File: config.mk
export PLATFORM = sky130hd
export DESIGN_NAME = vend_txn_ctrl
export DESIGN_NICKNAME = d
export VERILOG_FILES = /design/src/rtl/vend_pkg.sv /design/src/rtl/vend_inventory.sv /design/src/rtl/vend_txn_ctrl.sv
export SDC_FILE = /design/constraint.sdc
export NUM_CORES = 1
export LEC_CHECK = 0
export ABC_AREA = 0
export BUFFER_PORTS_ARGS = -buffer_cell sky130_fd_sc_hd__buf_2
export CORE_ASPECT_RATIO = 0.75
export CORE_MARGIN = 1.5
export CORE_UTILIZATION = 25
export CTS_BUF_LIST = sky130_fd_sc_hd__clkbuf_8
export DETAILED_ROUTE_END_ITERATION = 6
export HOLD_SLACK_MARGIN = 0.06
export PLACE_DENSITY = 0.51
export SYNTH_ARGS = -nofsm -noshare
export SYNTH_HDL_FRONTEND = slang
export SYNTH_HIERARCHICAL = 1
export SYNTH_SLANG_ARGS = --single-unit
File: constraint.sdc
create_clock -name clk -period 7.2 [get_ports clk]
set_input_delay 1.44 -clock clk [delete_from_list [all_inputs] [get_ports clk]]
set_output_delay 1.44 -clock clk [all_outputs]
set_load 0.02 [all_outputs]
File: src/rtl/vend_pkg.sv
// Shared types and helpers for the vending transaction controller.
// Error codes, FSM encoding and saturating arithmetic.
package vend_pkg;

  localparam logic [1:0] ERR_OK       = 2'd0;
  localparam logic [1:0] ERR_BAD_REQ  = 2'd1;
  localparam logic [1:0] ERR_NO_STOCK = 2'd2;
  localparam logic [1:0] ERR_NO_MONEY = 2'd3;

  typedef enum logic [1:0] {
    S_IDLE,
    S_EVAL,
    S_SETL,
    S_RESP
  } state_e;

  // a + b clamped to the largest w-bit value (w <= 32)
  function automatic logic [31:0] sat_add(
    input logic [31:0] a,
    input logic [31:0] b,
    input int unsigned w
  );
    logic [32:0] s;
    logic [32:0] m;
    s = {1'b0, a} + {1'b0, b};
    m = (33'd1 << w) - 33'd1;
    sat_add = (s > m) ? m[31:0] : s[31:0];
  endfunction

endpackage

File: src/rtl/vend_inventory.sv
// Per-slot stock and price registers.
// Async read, restock write, commit decrement; restock wins.
module vend_inventory #(
  parameter int ID_W    = 3,
  parameter int QTY_W   = 4,
  parameter int PRICE_W = 4
) (
  input  logic               clk,
  input  logic               rst_n,
  input  logic [ID_W-1:0]    rd_id_i,
  output logic [QTY_W-1:0]   rd_qty_o,
  output logic [PRICE_W-1:0] rd_price_o,
  input  logic               wr_en_i,
  input  logic [ID_W-1:0]    wr_id_i,
  input  logic [QTY_W-1:0]   wr_qty_i,
  input  logic [PRICE_W-1:0] wr_price_i,
  input  logic               dec_en_i,
  input  logic [ID_W-1:0]    dec_id_i,
  input  logic [QTY_W-1:0]   dec_qty_i
);

  localparam int N_SLOTS = 2 ** ID_W;

  logic [QTY_W-1:0]   qty_q   [N_SLOTS];
  logic [QTY_W-1:0]   qty_d   [N_SLOTS];
  logic [PRICE_W-1:0] price_q [N_SLOTS];
  logic [PRICE_W-1:0] price_d [N_SLOTS];

  assign rd_qty_o   = qty_q[rd_id_i];
  assign rd_price_o = price_q[rd_id_i];

  // Decrement first, then let a restock overwrite the same slot
  always_comb begin
    qty_d   = qty_q;
    price_d = price_q;
    if (dec_en_i) begin
      qty_d[dec_id_i] = qty_q[dec_id_i] - dec_qty_i;
    end
    if (wr_en_i) begin
      qty_d[wr_id_i]   = wr_qty_i;
      price_d[wr_id_i] = wr_price_i;
    end
  end

  // Slot registers
  always_ff @(posedge clk or negedge rst_n) begin
    if (!rst_n) begin
      for (int i = 0; i < N_SLOTS; i++) begin
        qty_q[i]   <= '0;
        price_q[i] <= '0;
      end
    end else begin
      qty_q   <= qty_d;
      price_q <= price_d;
    end
  end

endmodule

File: src/rtl/vend_txn_ctrl.sv
// Vending transaction controller: request FSM, bank, red light.
// Response appears two edges after the request is accepted.
module vend_txn_ctrl
  import vend_pkg::*;
#(
  parameter int ID_W    = 3,
  parameter int QTY_W   = 4,
  parameter int PRICE_W = 4,
  parameter int MONEY_W = 8,
  parameter int BANK_W  = 12
) (
  input  logic               clk,
  input  logic               rst_n,
  input  logic               req_valid,
  output logic               req_ready,
  input  logic [ID_W-1:0]    req_id,
  input  logic [QTY_W-1:0]   req_qty,
  input  logic [MONEY_W-1:0] req_money,
  output logic               rsp_valid,
  input  logic               rsp_ready,
  output logic               rsp_ok,
  output logic [1:0]         rsp_err,
  output logic [MONEY_W-1:0] rsp_cost,
  output logic [MONEY_W-1:0] rsp_change,
  input  logic               stock_we,
  input  logic [ID_W-1:0]    stock_id,
  input  logic [QTY_W-1:0]   stock_qty,
  input  logic [PRICE_W-1:0] stock_price,
  input  logic               bank_clr,
  output logic [BANK_W-1:0]  bank,
  output logic               red_light
);

  localparam int COST_W = PRICE_W + QTY_W;

  state_e state_q, state_d;

  logic [ID_W-1:0]    id_q, id_d;
  logic [QTY_W-1:0]   rq_qty_q, rq_qty_d;
  logic [MONEY_W-1:0] money_q, money_d;

  logic               ok_q, ok_d;
  logic [1:0]         err_q, err_d;
  logic [MONEY_W-1:0] cost_q, cost_d;
  logic [MONEY_W-1:0] chg_q, chg_d;
  logic [BANK_W-1:0]  bank_q, bank_d;
  logic               red_q, red_d;

  logic [QTY_W-1:0]   rd_qty;
  logic [PRICE_W-1:0] rd_price;
  logic [COST_W-1:0]  price_x, qty_x, cost;
  logic [MONEY_W-1:0] cost_m;
  logic [1:0]         err_c;
  logic               dec_en;

  vend_inventory #(
    .ID_W    (ID_W),
    .QTY_W   (QTY_W),
    .PRICE_W (PRICE_W)
  ) u_inv (
    .clk        (clk),
    .rst_n      (rst_n),
    .rd_id_i    (id_q),
    .rd_qty_o   (rd_qty),
    .rd_price_o (rd_price),
    .wr_en_i    (stock_we),
    .wr_id_i    (stock_id),
    .wr_qty_i   (stock_qty),
    .wr_price_i (stock_price),
    .dec_en_i   (dec_en),
    .dec_id_i   (id_q),
    .dec_qty_i  (rq_qty_q)
  );

  assign price_x = COST_W'(rd_price);
  assign qty_x   = COST_W'(rq_qty_q);
  assign cost    = price_x * qty_x;
  assign cost_m  = MONEY_W'(cost);

  // Classify the latched request against the current slot
  always_comb begin
    err_c = ERR_OK;
    if (rq_qty_q == '0 || rd_price == '0) begin
      err_c = ERR_BAD_REQ;
    end else if (rd_qty < rq_qty_q) begin
      err_c = ERR_NO_STOCK;
    end else if (cost_m > money_q) begin
      err_c = ERR_NO_MONEY;
    end
  end

  // Next state, commit and response registers
  always_comb begin
    state_d  = state_q;
    id_d     = id_q;
    rq_qty_d = rq_qty_q;
    money_d  = money_q;
    ok_d     = ok_q;
    err_d    = err_q;
    cost_d   = cost_q;
    chg_d    = chg_q;
    red_d    = red_q;
    dec_en   = 1'b0;
    bank_d   = bank_clr ? '0 : bank_q;
    unique case (state_q)
      S_IDLE: begin
        if (req_valid) begin
          id_d     = req_id;
          rq_qty_d = req_qty;
          money_d  = req_money;
          state_d  = S_EVAL;
        end
      end
      S_EVAL: begin
        ok_d  = (err_c == ERR_OK);
        err_d = err_c;
        red_d = (err_c != ERR_OK);
        if (err_c == ERR_OK) begin
          dec_en = 1'b1;
          cost_d = cost_m;
          chg_d  = money_q - cost_m;
          bank_d = BANK_W'(sat_add(
                     bank_clr ? 32'd0 : 32'(bank_q),
                     32'(cost), BANK_W));
        end else begin
          cost_d = '0;
          chg_d  = money_q;
        end
        state_d = S_SETL;
      end
      S_SETL: begin
        state_d = S_RESP;
      end
      S_RESP: begin
        if (rsp_ready) begin
          ok_d    = 1'b0;
          err_d   = ERR_OK;
          cost_d  = '0;
          chg_d   = '0;
          state_d = S_IDLE;
        end
      end
      default: state_d = S_IDLE;
    endcase
  end

  // State and datapath registers
  always_ff @(posedge clk or negedge rst_n) begin
    if (!rst_n) begin
      state_q  <= S_IDLE;
      id_q     <= '0;
      rq_qty_q <= '0;
      money_q  <= '0;
      ok_q     <= 1'b0;
      err_q    <= ERR_OK;
      cost_q   <= '0;
      chg_q    <= '0;
      bank_q   <= '0;
      red_q    <= 1'b0;
    end else begin
      state_q  <= state_d;
      id_q     <= id_d;
      rq_qty_q <= rq_qty_d;
      money_q  <= money_d;
      ok_q     <= ok_d;
      err_q    <= err_d;
      cost_q   <= cost_d;
      chg_q    <= chg_d;
      bank_q   <= bank_d;
      red_q    <= red_d;
    end
  end

  assign req_ready  = rst_n && (state_q == S_IDLE);
  assign rsp_valid  = (state_q == S_RESP);
  assign rsp_ok     = ok_q;
  assign rsp_err    = err_q;
  assign rsp_cost   = cost_q;
  assign rsp_change = chg_q;
  assign bank       = bank_q;
  assign red_light  = red_q;

endmodule
==> key figures, run 1 <==
Run status
  • Outcome: complete, no violations

Routing
  • Via density: 4.91
  • Antenna Violating Nets Remaining: 0
  • Routed wire length: 20900 um
  • Drt pass-1 iters: 5
  • Number of DRC markers in iteration 0: 467
  • Via count: 5869
  • Wire length per cell: 17.5 um
  • DR DRC count: 0

Final layout
  • Layout cells sized above 1: 24.5%
  • Filler instances: 3112
  • Core Util, Final: 29.4%
  • Area grow syn2layout: 16.0%
  • Diodes inserted: 0
  • Layout Nets: 869
  • Post-Layout Cell Count: 1196

Setup path
  • CP Cell Sequence: mux4_2 > mux2_2 > nand2_1 > fa_1 > inv_1 > fa_1 > inv_1 > fa_1 > xor2_1 > ha_1 > o21a_1 > o31a_1 > nor4_1 > or2_1 > a311o_2 > inv_2 > nand4bb_1 > nor2_1 > nand3_1 > mux2i_1 > a211o_1
  • CP Capture Point: u_inv/qty_q[23]$_DFF_PN0_
  • Critical Path AT: 6.62 ns
  • Worst r2r src: id_q[1]$_DFFE_PN0P_
  • CP Class: register to register
  • Kind of cell adding the most delay to the critical path: adder cells
  • Crit end category: register
  • Worst R2R Setup Slack: 0.98 ns
  • Crit path buffers/inverters: 3
  • Worst R2R End: u_inv/qty_q[23]$_DFF_PN0_
  • Worst path depth: 21
  • Reg2reg path depth: 21
  • Critical path startpoint category: register
  • CP max FO: 21
  • Slowest CP cell: dfrtp_1
  • Required time worst endpoint: 7.60 ns
  • CP dominant cell by count: fa_1
  • CP max stage delay: 0.75 ns
  • Critical Path Source: id_q[1]$_DFFE_PN0P_

Synth
  • Simple-Gate Fraction of Synth Area: 16.7%
  • Syn nets: 808
  • Top FF cell, synth: dfrtp_1
  • Most frequent cell after synthesis: dfrtp_1
  • Multiplexer share of the synthesized area: 17.8%
  • Synth Area in Adders: 8.18%
  • Syn Area/Cell: 10.1 um^2
  • Largest family of logic cells by synthesized area: multiplexers
  • Top cells by area, synth: dfrtp_1 38%, mux2_2 8.7%, ha_1 6.3%, mux4_2 5.5%, nand2_1 4.4%
  • YS warnings: 6
  • Compound-Gate Fraction of Synth Area: 13.4%
  • #FFs+latches synth: 113
  • Post-Synth XOR/XNOR Area: 1.49%
  • Syn Std Cell Area: 7370 um^2
  • Number of flops mapped to enable cells by yosys: 0
  • Yosys cell types: 74
  • Post-synth top area share: 38.4%
  • Post-Syn Instances: 732
  • Post-synthesis sequential area ratio: 38.4%
  • Yosys top cell by area: dfrtp_1
  • Post-synth ARST share: 100%
  • Leading cell types by count after synthesis: 113 x dfrtp_1, 86 x nand2_1, 57 x mux2_2, 56 x nor2_1, 41 x a21oi_1

Global routing
  • Vias in the first global route: 5632
  • Met3 usage: 3.29%
  • Largest net degree at the start of global routing: 59
  • Met2 global-route usage: 20.7%
  • Met1 Usage GRT: 21.7%
  • First-pass GRT wire length: 33600 um
  • Total global routing overflow: 0
  • GRT Max-Usage Layer: met1
  • All-layer global routing usage: 14.4%
  • Initial antenna violation count: 0

Clocking
  • Max Buffers Root-to-Sink: 2
  • Clock Sinks: 113
  • Resize count post-CTS: 0
  • Post-CTS Hold Buffers: 0
  • CTS tree: done
  • Root buffer cell: clkbuf_8
  • Postcts setup bufs: 0
  • Worst-path clk slew: 0.07 ns
  • Clock Latency Late Sink: 0.46 ns
  • CTS H-Tree Depth: 4
  • Num CTS Buffers: 17

Placement
  • PortBufs: 65
  • Placed cell count: 1166
  • Final HPWL DP: 15400 um
  • Gpl congestion: 0.812

STA
  • Minimum clock period: 6.22 ns
  • Tightest Pin Transition: 1.05 ns
  • Fin. max-slew vios: 0
  • Setup_tns: 0 ns
  • Slew margin rel.: 29.3%
  • Final Setup Violations: 0
  • Setup Skew: 0.0108 ns
  • Max Fclk: 161 MHz
  • RSZ-0062 raised after global routing: false
  • Endpoints failing hold: 0
  • Final worst-path cycle share: 86.4%

Worst hold path
  • Worst Hold Launch: rsp_cost[7]$_DFFE_PN0P_
  • HP Class: register to register

Die
  • DIE WIDTH: 201 um
  • I/O pins: 66
  • DIE AREA: 30500 um^2
  • Initial core utilization: 25.4%
  • Core Box Area: 29100 um^2
  • Num rows: 54
  • DIE HEIGHT: 152 um

Run
  • Maxcap violations: 0
[layout by cell type, fill, tap and decap left out, types with 18 or more instances in the layout]
cell / instances
mux2i_1: 25
clkbuf_8: 19
mux4_2: 18
nor2_1: 56
o21ai_0: 36
nand2_1: 86
mux2_2: 57
ha_1: 37
buf_2: 64
inv_1: 32
dfrtp_1: 112
a21oi_1: 41
[cell families after synthesis]
logic type,count (synthesis)
flops,113
simple gates,246
fa+ha+maj,44
xor+xnor,11
buf+inv,67
mux,101
compound gates,150
[area by class of cell]
type	instances	area, um^2	share of cell area, %
clock buffers	19	262	3.06
clock inverters	11	186	2.18
inverters	34	140	1.64
multi-input cells	552	4240	49.6
flip-flops and latches	113	2830	33.1
well taps	392	490	5.74
repair buffers	75	403	4.71
[how the worst min path moves through the flow]
stage | to | slack (ns) | cells past startpoint
final | rsp_cost[7]$_DFFE_PN0P_ | 0.48 | 2
after global routing | u_inv/price_q[6]$_DFFE_PN0P_ | 0.51 | 2
after CTS | u_inv/price_q[6]$_DFFE_PN0P_ | 0.48 | 2
after detailed placement | u_inv/price_q[6]$_DFFE_PN0P_ | 0.46 | 2
after global placement | u_inv/price_q[6]$_DFFE_PN0P_ | 0.46 | 2
after floorplan | u_inv/price_q[4]$_DFFE_PN0P_ | 0.44 | 2
[worst min-delay path, delay by kind of cell, from the launching register on]
family	cells	cell delay [ns]
AOI/OAI and AO/OA	1	0.06
and+or+nand+nor	1	0.04
DFF	1	0.34
[stage by stage]
stage	instance area [um^2]	setup slack, ns	hold slack, ns
finish	8550	0.976	0.477
global placement	8100	1.14	0.460
global route	8550	0.555	0.507
CTS	8550	0.985	0.478
floorplan	7370	1.38	0.440
detailed placement	8100	1.01	0.459
[flip-flops by register name (all words and copies together) (netlist names)]
register	count
u_inv/price_q	32
u_inv/qty_q	32
bank	12
money_q	8
rsp_change	8
rsp_cost	8
rq_qty_q	4
id_q	3
rsp_err	2
state_q	2
red_light	1
rsp_ok	1
[metal layers]
metal | vias up | wire length (um)
met1 | 2914 | 10700
met4 | 0 | 157
met5 | - | 0
met3 | 12 | 1250
li1 | 2774 | -
met2 | 169 | 8730
Power of run 1 is left out: the tool's default activity adds up to more than one toggle a clock period on the data nets, which glitch-free logic cannot reach.
==> run 2: changes to the inputs <==
- clock period: 7.2 -> 7.4 ns (I/O delays scaled with it)
==> run 2 against run 1 <==
Net effect:
- clock skew increased by 0.0015 ns
- flip-flop and latch count stayed put
- worst hold slack worse by 0.0014 ns
- clock-buffer cell count up 4
==> key figures, run 2 (synthesis results as in run 1) <==
Run status
  • Outcome: complete, no violations

Worst hold path
  • HP Class: register to register
  • Hold Path Depth: 2

STA
  • Final WS setup: 0.945 ns
  • Fin. max-slew vios: 0
  • Worst hold slack: 0.476 ns
  • Max Fclk: 155 MHz
  • RSZ-0062 raised after global routing: false
  • Endpoints failing hold: 0
  • Final Setup Violations: 0
  • Slew margin rel.: 27.1%
  • Minimum clock period: 6.45 ns
  • Setup_tns: 0 ns
  • Setup Skew: 0.0123 ns
  • Final worst-path cycle share: 87.2%
  • Tightest Pin Transition: 1.09 ns

Final layout
  • Final Instance Area: 8510 um^2
  • Layout cells sized above 1: 24.3%
  • Area grow syn2layout: 15.5%
  • Most frequent cells in the layout: 112 x dfrtp_1, 86 x nand2_1, 64 x buf_2, 57 x mux2_2, 56 x nor2_1
  • Diodes inserted: 0
  • Commonest non-fill, non-tap cell in the layout: dfrtp_1
  • Layout Nets: 870

Clocking
  • Worst-path clk slew: 0.07 ns
  • CTS tree: done
  • Postcts setup bufs: 0
  • CTS H-Tree Depth: 4
  • Clock Sinks: 113
  • Max Buffers Root-to-Sink: 2
  • Num CTS Buffers: 17
  • Clock Latency Late Sink: 0.46 ns
  • Resize count post-CTS: 0
  • Post-CTS Hold Buffers: 0
  • Root buffer cell: clkbuf_8

Die
  • DIE WIDTH: 201 um
  • DIE AREA: 30500 um^2
  • Initial core utilization: 25.4%
  • I/O pins: 66
  • Core Box Area: 29100 um^2
  • Num rows: 54
  • DIE HEIGHT: 152 um

Routing
  • Drt pass-1 iters: 5
  • Via density: 4.82
  • Wire length per cell: 17.3 um
  • Routed wire length: 20800 um
  • Via count: 5771
  • Antenna Violating Nets Remaining: 0
  • Number of DRC markers in iteration 0: 386
  • DR DRC count: 0

Placement
  • Placed Instance Area: 8110 um^2
  • Place WS: 1.00 ns
  • PortBufs: 65
  • Gpl congestion: 0.816
  • Final HPWL DP: 15300 um

Setup path
  • CP max FO: 21
  • CP Class: register to register
  • Crit end category: register
  • Reg2reg path depth: 21
  • Crit path buffers/inverters: 3
  • Slowest CP cell: dfrtp_1
  • Critical Path AT: 6.85 ns
  • CP max stage delay: 0.85 ns
  • Worst path depth: 21
  • CP Cell Sequence: mux4_2 > mux2_2 > nand2_1 > fa_1 > inv_1 > fa_1 > inv_1 > fa_1 > xor2_1 > ha_1 > o21a_1 > o31a_1 > nor4_1 > or2_1 > a311o_2 > inv_2 > nor2b_1 > nand3b_1 > nor4_1 > mux2i_1 > nand3_1
  • Required time worst endpoint: 7.79 ns
  • Critical path startpoint category: register
  • CP dominant cell by count: fa_1
  • Kind of cell adding the most delay to the critical path: adder cells

Global routing
  • Vias in the first global route: 5648
  • All-layer global routing usage: 14.5%
  • First-pass GRT wire length: 33500 um
  • Largest net degree at the start of global routing: 69
  • Total global routing overflow: 0
  • Initial antenna violation count: 0

Run
  • Maxcap violations: 0
[run 2: cell types whose count changed in the layout (fill, tap and decap cells not counted), sizes merged]
cell | previous run | this run
clkinvlp | 1 | 0
clkinv | 6 | 4
buf | 75 | 76
bufinv | 5 | 2
clkbuf | 19 | 23
inv | 33 | 35
[run 2: metal layers]
layer	GRT usage (%)	part of all wire, %	up-vias
met5	0	0	-
met4	3.96	0.89	0
met1	21.4	52	2854
met2	20.8	42	128
li1	-	-	2776
met3	3.55	4.4	13
[run 2: per-stage QoR]
stage,utilization [%],instances
4_1_cts,29.3,1197
2_1_floorplan,-,732
5_1_grt,29.3,1197
3_3_place_gp,27.9,1167
3_5_place_dp,27.9,1167
6_report,29.3,1197
[run 2: worst paths after layout]
| check | startpoint | endpoint | slack, ns |
|---|---|---|---|
| worst max register to register | id_q[1]$_DFFE_PN0P_ | u_inv/qty_q[15]$_DFF_PN0_ | 0.95 |
| worst min-delay path | rsp_cost[1]$_DFFE_PN0P_ | rsp_cost[1]$_DFFE_PN0P_ | 0.48 |
| max in group asynchronous | rst_n | id_q[0]$_DFFE_PN0P_ | 5.01 |
| worst max-delay path | id_q[1]$_DFFE_PN0P_ | u_inv/qty_q[15]$_DFF_PN0_ | 0.95 |
| worst min register to register | rsp_cost[1]$_DFFE_PN0P_ | rsp_cost[1]$_DFFE_PN0P_ | 0.48 |
| min in group asynchronous | rst_n | rsp_change[3]$_DFFE_PN0P_ | 1.03 |
[run 2: layout make-up]
| cell class | count | area (um^2) |
|---|---|---|
| Multi-Input combinational cell | 552 | 4240 |
| Timing Repair Buffer | 76 | 410 |
| Fill cell | 3054 | 20500 |
| Clock inverter | 7 | 82.6 |
| Clock buffer | 23 | 317 |
| Inverter | 34 | 140 |
| Tap cell | 392 | 490 |
| Sequential cell | 113 | 2830 |
[run 2: worst reg2reg max path, delay by kind of cell (launching register included)]
kind / cells / cell delay, ns
AO/OA/AOI/OAI: 3 / 0.80
XOR/XNOR: 1 / 0.19
adder cells (fa/ha/maj): 4 / 1.88
buffers and inverters: 3 / 0.45
flip-flops: 1 / 0.85
multiplexers: 3 / 0.72
AND/OR/NAND/NOR: 7 / 1.48
Power of run 2 is left out for the same reason.
==> run 3: changes to the inputs <==
- PLACE_DENSITY: 0.51 -> 0.41
==> run 3 against run 2 <==
Net effect:
- fmax increased by 3.4%
- final area increased by 0.43%
- non-clock buffer count unchanged
- first-iteration DRC count grew 3.9%
- critical endpoint unchanged
==> key figures, run 3 (synthesis results as in run 1) <==
Run status
  • Outcome: complete, no violations

STA
  • Final worst-path cycle share: 84.4%
  • Setup Skew: 0.0121 ns
  • Slew margin rel.: 15.3%
  • Tightest Pin Transition: 1.26 ns
  • Fin. max-slew vios: 0
  • Final WS setup: 1.16 ns
  • Setup_tns: 0 ns
  • Endpoints failing hold: 0
  • RSZ-0062 raised after global routing: false
  • Final Setup Violations: 0
  • Minimum clock period: 6.24 ns
  • Max Fclk: 160 MHz
  • Worst hold slack: 0.474 ns

Global routing
  • Vias in the first global route: 5399
  • Initial antenna violation count: 0
  • Total global routing overflow: 0
  • Largest net degree at the start of global routing: 55
  • First-pass GRT wire length: 34100 um
  • All-layer global routing usage: 15.0%

Clocking
  • Clock Latency Late Sink: 0.46 ns
  • Num CTS Buffers: 17
  • CTS H-Tree Depth: 4
  • Worst-path clk slew: 0.08 ns
  • Clock Sinks: 113
  • Resize count post-CTS: 0
  • Post-CTS Hold Buffers: 0
  • Root buffer cell: clkbuf_8
  • Max Buffers Root-to-Sink: 2
  • Postcts setup bufs: 0
  • CTS tree: done

Worst hold path
  • HP Class: register to register
  • Worst Hold Launch: rsp_ok$_DFFE_PN0P_

Die
  • I/O pins: 66
  • DIE HEIGHT: 152 um
  • DIE AREA: 30500 um^2
  • DIE WIDTH: 201 um
  • Initial core utilization: 25.4%
  • Num rows: 54
  • Core Box Area: 29100 um^2

Final layout
  • Layout Nets: 870
  • Area grow syn2layout: 16.0%
  • Filler instances: 3092
  • Diodes inserted: 0
  • Layout cells sized above 1: 24.9%
  • Post-Layout Cell Count: 1199
  • Most frequent cells in the layout: 112 x dfrtp_1, 86 x nand2_1, 64 x buf_2, 57 x mux2_2, 56 x nor2_1
  • Commonest non-fill, non-tap cell in the layout: dfrtp_1

Setup path
  • Required time worst endpoint: 7.80 ns
  • Worst R2R Setup Slack: 1.16 ns
  • Worst r2r src: id_q[0]$_DFFE_PN0P_
  • CP max FO: 21
  • CP Capture Point: u_inv/qty_q[15]$_DFF_PN0_
  • Slowest CP cell: fa_1
  • Reg2reg path depth: 21
  • Crit path buffers/inverters: 3
  • Critical path startpoint category: register
  • Kind of cell adding the most delay to the critical path: adder cells
  • Worst R2R End: u_inv/qty_q[15]$_DFF_PN0_
  • CP Cell Sequence: mux4_2 > mux2_2 > nand2_1 > fa_1 > inv_1 > fa_1 > inv_1 > fa_1 > xor2_1 > ha_1 > o21a_1 > o31a_1 > nor4_1 > or2_1 > a311o_2 > inv_2 > nor2b_1 > nand3b_1 > nor4_1 > mux2i_1 > nand3_1
  • Worst path depth: 21
  • Critical Path Source: id_q[0]$_DFFE_PN0P_
  • CP dominant cell by count: fa_1
  • CP Class: register to register
  • Critical Path AT: 6.64 ns
  • Crit end category: register
  • CP max stage delay: 0.57 ns

Routing
  • Wire length per cell: 18.4 um
  • Via count: 5747
  • DR DRC count: 0
  • Drt pass-1 iters: 6
  • Number of DRC markers in iteration 0: 401
  • Routed wire length: 22100 um
  • Antenna Violating Nets Remaining: 0
  • Via density: 4.79

Run
  • Maxcap violations: 0

Placement
  • PortBufs: 65
  • Placed cell count: 1167
  • Gpl congestion: 0.763
  • Final HPWL DP: 15700 um
  • Place WS: 1.17 ns
[run 3: cell count changes in the layout (fill, tap and decap cells not counted), sizes merged]
cell	previous run	this run
bufinv	2	3
clkbuf	23	20
clkinv	4	6
clkinvlp	0	2
[run 3: stage by stage]
stage | instance area (um^2) | util, %
floorplan | 7370 | -
global placement | 8110 | 27.9
detailed placement | 8110 | 27.9
CTS | 8540 | 29.4
global route | 8540 | 29.4
finish | 8540 | 29.4
[run 3: how the worst min path moves through the flow]
| stage | to | depth (start not counted) |
|---|---|---|
| after CTS | rsp_ok$_DFFE_PN0P_ | 2 |
| after global routing | u_inv/price_q[2]$_DFFE_PN0P_ | 2 |
| final | rsp_ok$_DFFE_PN0P_ | 2 |
| after floorplan | u_inv/price_q[4]$_DFFE_PN0P_ | 2 |
| after global placement | rsp_cost[2]$_DFFE_PN0P_ | 2 |
| after detailed placement | u_inv/price_q[2]$_DFFE_PN0P_ | 2 |
[run 3: tightest hold or removal path, cell delays in order, from the launching register on]
cell and delay, ns:
dfrtp_1 0.34, nand2_1 0.05, nand2_1 0.05
[run 3: final cells by class]
class / instances / area [um^2] / share of cell area [%]
Inverter: 34 / 140 / 1.64
Sequential cell: 113 / 2830 / 33.1
Timing Repair Buffer: 76 / 410 / 4.80
Clock buffer: 20 / 275 / 3.22
Clock inverter: 12 / 155 / 1.82
Multi-Input combinational cell: 552 / 4240 / 49.7
Tap cell: 392 / 490 / 5.74
[run 3: metal layers]
metal / GRT usage, % / wire length, um
met3: 2.74 / 954
met4: 4.81 / 257
met2: 19.9 / 8740
met1: 23.9 / 12100
met5: 0 / 0
Power of run 3 is left out for the same reason.
